**src/rtl/alu_mul_seq.sv**
```systemverilog
// Sequential shift-and-add multiplier returning the low XLEN bits of op_a*op_b.
// All additions and the termination test go through the shared ALU; only the shifts are local.
module alu_mul_seq #(
  parameter int XLEN = 32
) (
  input  logic            clk,
  input  logic            reset_n,
  input  logic            start,
  input  logic [XLEN-1:0] op_a,
  input  logic [XLEN-1:0] op_b,
  output logic            busy,
  output logic            done,
  output logic [XLEN-1:0] product,
  output logic            alu_req,
  output logic [XLEN-1:0] alu_a,
  output logic [XLEN-1:0] alu_b,
  output logic [2:0]      alu_control,
  input  logic [XLEN-1:0] alu_result,
  input  logic            alu_zero
);

  localparam logic [2:0] ALU_NOP = 3'b000;
  localparam logic [2:0] ALU_OR  = 3'b001;
  localparam logic [2:0] ALU_ADD = 3'b010;

  typedef enum logic [2:0] {
    S_IDLE  = 3'd0,
    S_CHECK = 3'd1,
    S_ADD   = 3'd2,
    S_SHIFT = 3'd3,
    S_DONE  = 3'd4
  } state_t;

  state_t          r_state;
  logic [XLEN-1:0] r_acc;
  logic [XLEN-1:0] r_mcand;
  logic [XLEN-1:0] r_mplier;

  // Control sequencing and datapath registers.
  always_ff @(posedge clk or negedge reset_n) begin
    if (!reset_n) begin
      r_state  <= S_IDLE;
      r_acc    <= {XLEN{1'b0}};
      r_mcand  <= {XLEN{1'b0}};
      r_mplier <= {XLEN{1'b0}};
    end else begin
      case (r_state)
        S_IDLE: begin
          if (start) begin
            r_mcand  <= op_a;
            r_mplier <= op_b;
            r_acc    <= {XLEN{1'b0}};
            r_state  <= S_CHECK;
          end else begin
            r_state  <= S_IDLE;
          end
        end
        // mplier OR mplier is zero exactly when every multiplier bit is consumed.
        S_CHECK: begin
          if (alu_zero) begin
            r_state <= S_DONE;
          end else if (r_mplier[0]) begin
            r_state <= S_ADD;
          end else begin
            r_state <= S_SHIFT;
          end
        end
        S_ADD: begin
          r_acc   <= alu_result;
          r_state <= S_SHIFT;
        end
        S_SHIFT: begin
          r_mcand  <= {r_mcand[XLEN-2:0], 1'b0};
          r_mplier <= {1'b0, r_mplier[XLEN-1:1]};
          r_state  <= S_CHECK;
        end
        S_DONE: begin
          r_state <= S_IDLE;
        end
        default: begin
          r_state <= S_IDLE;
        end
      endcase
    end
  end

  // Status and ALU request decode; no path from alu_result back to the ALU operands.
  always_comb begin
    busy        = 1'b0;
    done        = 1'b0;
    alu_req     = 1'b0;
    alu_a       = {XLEN{1'b0}};
    alu_b       = {XLEN{1'b0}};
    alu_control = ALU_NOP;
    case (r_state)
      S_IDLE: begin
        busy = 1'b0;
      end
      S_CHECK: begin
        busy        = 1'b1;
        alu_req     = 1'b1;
        alu_a       = r_mplier;
        alu_b       = r_mplier;
        alu_control = ALU_OR;
      end
      S_ADD: begin
        busy        = 1'b1;
        alu_req     = 1'b1;
        alu_a       = r_acc;
        alu_b       = r_mcand;
        alu_control = ALU_ADD;
      end
      S_SHIFT: begin
        busy = 1'b1;
      end
      S_DONE: begin
        busy = 1'b1;
        done = 1'b1;
      end
      default: begin
        busy = 1'b0;
      end
    endcase
  end

  assign product = r_acc;

endmodule

```
**config.mk**
```make
export PLATFORM = sky130hd
export DESIGN_NAME = alu_mul_seq
export DESIGN_NICKNAME = d
export VERILOG_FILES = /design/src/rtl/alu_mul_seq.sv
export SDC_FILE = /design/constraint.sdc
export NUM_CORES = 1
export LEC_CHECK = 0
export BUFFER_PORTS_ARGS = -buffer_cell sky130_fd_sc_hd__buf_2
export CORE_MARGIN = 5
export CORE_UTILIZATION = 44
export DETAILED_ROUTE_END_ITERATION = 7
export PLACE_DENSITY = 0.79
export SYNTH_ARGS = -nofsm -noshare
export SYNTH_HDL_FRONTEND = slang
export SYNTH_SLANG_ARGS = --single-unit
```
**constraint.sdc**
```tcl
create_clock -name clk -period 1.7 [get_ports clk]
set_clock_uncertainty 0.05 [all_clocks]
set_input_delay 0.085 -clock clk [delete_from_list [all_inputs] [get_ports clk]]
set_output_delay 0.085 -clock clk [all_outputs]
set_load 0.1 [all_outputs]
```
# After elaboration in Yosys (flattened, before gate mapping)
# Cells that the tools add are included.
[op_classes]
reduce_logical = 7
n_eq_ne = 5
muxes = 16
[op_table]
columns = ["cell", "count"]
rows = [
  ["32-bit one-hot mux with 2 select lines", 5],
  ["32-bit two-way mux", 3],
  ["3-bit one-hot mux with 4 select lines", 1],
  ["3-bit by 2-bit equality test with 1-bit output, second input constant", 2],
  ["1-bit two-way mux", 5],
  ["2-bit one-hot mux with 2 select lines", 1],
  ["2-bit AND reduction", 2],
  ["2-bit nonzero test", 2],
  ["4-bit OR reduction", 1],
  ["3-bit by 1-bit equality test with 1-bit output, second input constant", 1],
  ["3-bit equality test, second input constant", 1],
  ["3-bit zero test", 1],
  ["3-bit two-way mux", 1],
  ["2-bit inequality test, second input constant", 1],
  ["2-bit OR reduction", 1],
]
[totals]
out_inout_bits = 102
reg_bits = 99
in_bits = 100
wordCells = 32

# Depth between registers and ports, before layout
[depth]
ltp_word = 3
mapped_depth = 7
mapped_depth_nobuf = 3

# Worst setup path before layout
# No wires, ideal clock.
[synth_path]
path_kind = "register to output"
start = "register r_state[0]"
end = "output port alu_b[23]"
arrival_ps = 2830
path_buffers = 2
path_stages_with_launch = 6
setup_slack_ps = -1265
t_required_ps = 1565
path_cell_list = "dfrtp_1 buf_2 inv_1 nor3_1 clkbuf_1 a22o_1"
[synth_between]
elab_chain_cells = 2
elab_cells_between_ends = 3
classes_between = "eq/ne (2); mux (1)"
[synth_rtl]
columns = ["element", "line", "source"]
rows = [
  ["start, declared", "34", "state_t r_state;"],
  ["start signal, assigned", "42", "r_state <= S_IDLE;"],
  ["start signal, assigned", "53", "r_state <= S_CHECK;"],
  ["start signal, assigned", "55", "r_state <= S_IDLE;"],
  ["3-bit by 2-bit equality test with 1-bit output / 3-bit by 1-bit equality test with 1-bit output (equally long branches)", "95", "case (r_state)"],
  ["32-bit one-hot mux with 2 select lines (*)", "95", ""],
  ["end, declared", "16", "output logic [XLEN-1:0] alu_b,"],
]
# Mark *: on every way between the ends. The rest lies on a longest branch, timed or not.

# Final worst setup path
[layout_path]
start = "register r_state[2]"
end = "output port alu_a[9]"
[layout_between]
elab_chain_cells = 2
elab_cells_between_ends = 3
classes_between = "eq/ne (2); mux (1)"
[layout_rtl]
columns = ["element", "line", "source"]
rows = [
  ["3-bit by 2-bit equality test with 1-bit output / 3-bit by 1-bit equality test with 1-bit output (equally long branches)", "95", ""],
  ["32-bit one-hot mux with 2 select lines (*)", "95", ""],
  ["end, declared", "15", "output logic [XLEN-1:0] alu_a,"],
]
# Marks and branches as above.

==> key figures <==
GRT
  • Total gr overflow: 0
  • Grt met3 use: 6.53%
  • Met2 Track Usage GR: 58.3%
  • Total GRT Usage: 32.1%
  • Largest net degree at the start of global routing: 100
  • Initial antenna violation count: 1
  • GRT busiest layer: met2
  • GR Layer Usage met1: 35.6%
  • Vias in the first global route: 5842
  • First-pass GRT wire length: 32.8 mm

Setup path
  • CP Capture Type: primary output
  • Delay-heaviest family, CP: buffers and inverters
  • Element type at the critical path start: flop
  • Peak per-stage delay on the critical path: 420 ps
  • WS Path Type: reg2out
  • Crit-path max FO: 8
  • Critical Path RT: 1560 ps
  • Critical Path AT: 1990 ps
  • CP dominant cell by count: buf_12
  • Buffer and inverter count on the worst path: 5
  • Critical path's slowest cell: dfrtp_1
  • CP Cell Sequence: buf_6 -> nor3_4 -> buf_12 -> buf_12 -> buf_16 -> a22o_4 -> buf_12

STA
  • Slew headroom: 63.2%
  • Post-layout minimum cycle time: 2130 ps
  • Fmax: 470 MHz
  • Hold Vio Cnt, Final: 0
  • Period utilization: 125%
  • Hold WS: 105 ps
  • RSZ-0062 raised after global routing: yes
  • Worst setup margin: -428 ps
  • Slew Viols, Final: 0
  • Worst slew pin tran: 552 ps
  • Setup violations, final: 129

Clock tree
  • TritonCTS Sinks: 99
  • Clk pin slew, worst setup/hold paths: 90 ps
  • CTS tree: built
  • Clk buf depth: 2
  • Num CTS Buffers: 9
  • H-tree depth: 3
  • CTS root buf: clkbuf_8
  • Clk_lat worst skew: 390 ps

Route
  • Final wirelength: 23.6 mm
  • Routed WL per cell: 26.0 um
  • Iter 0 DRT Violations: 595
  • DRC Markers: 0
  • Vias: 5593
  • Final antenna-violating net count: 0
  • Pre-antenna DRT Iters: 5
  • Via density per instance: 6.17

Yosys
  • Synth warn: 0
  • Post-synth ARST share: 100%
  • Yosys top cell by area: dfrtp_1
  • Synth cell types: 27
  • Syn Area/Cell: 10.8 um^2
  • Dominant synthesized flop cell: dfrtp_1
  • EDFF count, synth: 0
  • Syn Nets: 553
  • Synthesized netlist cell count: 453
  • Synthesized cell area: 0.00489 mm^2
  • Register bit total from synthesis: 99
  • Synth top area share: 50.6%
  • Most common cell in the synthesized netlist: dfrtp_1
  • Post-synth top cells: dfrtp_1 (99), a22o_1 (96), inv_1 (64)
  • Top cells by area, synth: dfrtp_1 (51%), a22o_1 (17%), a21oi_2 (11%), o22ai_1 (7.9%), inv_1 (4.9%)
  • Sequential area share after synthesis: 50.6%

Place
  • Dpl hpwl: 11.9 mm
  • IO Port Bufs: 200
  • Routability cong.: 0.871

Flow run
  • Maxcap violations: 0

Status
  • Failing checks: setup timing
  • Status: finished, violations left

Min path
  • HP Class: in2reg

Cells and area
  • Nets: 862
  • Synthesis-to-finish area growth: 91.5%
  • Share of cells above drive strength 1: 52.2%

Floorplan
  • Die Wd: 115 um
  • Initial Util: 44.9%
  • Total core area: 0.0109 mm^2
  • I/O pins: 202
  • Die Ht: 115 um
  • Rows: 38
  • Die area: 0.0133 mm^2
## kinds of logic (layout without fill, tap and decap cells)
logic type	count (synthesis)	in the layout	synth area share [%]
AO/OA/AOI/OAI	230	230	37.4
XOR/XNOR	1	1	0.179
buffers and inverters	109	421	9.92
flip-flops	99	99	50.6
other	1	3	0.0767
AND/OR/NAND/NOR	13	13	1.74
## layout by cell type (no fill, tap or decap), types with 7 or more instances in the layout
| cell type | n |
|---|---|
| a22o_4 | 58 |
| buf_6 | 8 |
| clkbuf_8 | 10 |
| dfrtp_1 | 99 |
| buf_4 | 15 |
| buf_12 | 78 |
| dlygate4sd3_1 | 97 |
| o22ai_1 | 58 |
| buf_16 | 7 |
| inv_1 | 62 |
| buf_2 | 130 |
| a21oi_2 | 60 |
| a22o_1 | 32 |
## layout make-up
| class | instances | area (um^2) |
|---|---|---|
| clock inverter | 3 | 40.0 |
| inverter | 64 | 243 |
| tap | 140 | 175 |
| multi-input combinational | 245 | 2510 |
| antenna | 2 | 5.00 |
| timing repair buffer | 343 | 3770 |
| fill | 452 | 1520 |
| sequential | 99 | 2480 |
| clock buffer | 11 | 141 |
## stage by stage
stage	setup TNS (ps)	area (um^2)	utilization [%]	std cells	worst slack, ps
after floorplan	-9520	5160	-	453	-170
after global placement	-2290	7330	67.3	770	-65.3
after detailed placement	-6190	7330	67.3	770	-124
after CTS	-27020	9020	82.9	899	-330
after global routing	-35400	9370	86.0	906	-437
final	-31130	9370	86.0	907	-428
## flip-flops by register name, indices dropped and copies added (netlist names)
| register | flops |
|---|---|
| product | 32 |
| r_mcand | 32 |
| r_mplier | 32 |
| r_state | 3 |
## path summary, 6_finish.rpt
kind,startpoint,cells past startpoint,slack [ps],end
worst min register to register,product[27],1,490,product[27]
worst max-delay path,r_state[2],7,-430,alu_a[9]
max in group asynchronous,reset_n,3,890,r_mcand[17]
worst max register to register,r_state[0],4,-240,r_mplier[4]
worst min-delay path,start,3,110,r_mplier[31]
min in group asynchronous,reset_n,3,280,product[11]
## tightest hold or removal path, delay by kind of cell
| family | cells | cell delay, ps |
|---|---|---|
| buffers and inverters | 1 | 150 |
| AO/OA/AOI/OAI | 2 | 270 |
## routing by layer
metal  share of wire, %  vias up
met4                6.3        0
met2                 51      429
met3                9.1      111
li1                   -     2321
met5                  0        -
met1                 34     2732
## what timing repair did
action                                  in CTS  in global routing
pin swaps                                    9                 15
cloned                                       7                  4
buffers inserted                            11                  4
hold buffers                                97                  0
resized for setup                           43                 36
endpoints found under the setup margin     130                152
endpoints found under the hold margin      196                  0
Power is not shown: default switching activity piles up to over one toggle a cycle in this logic, so the estimate is an artifact.
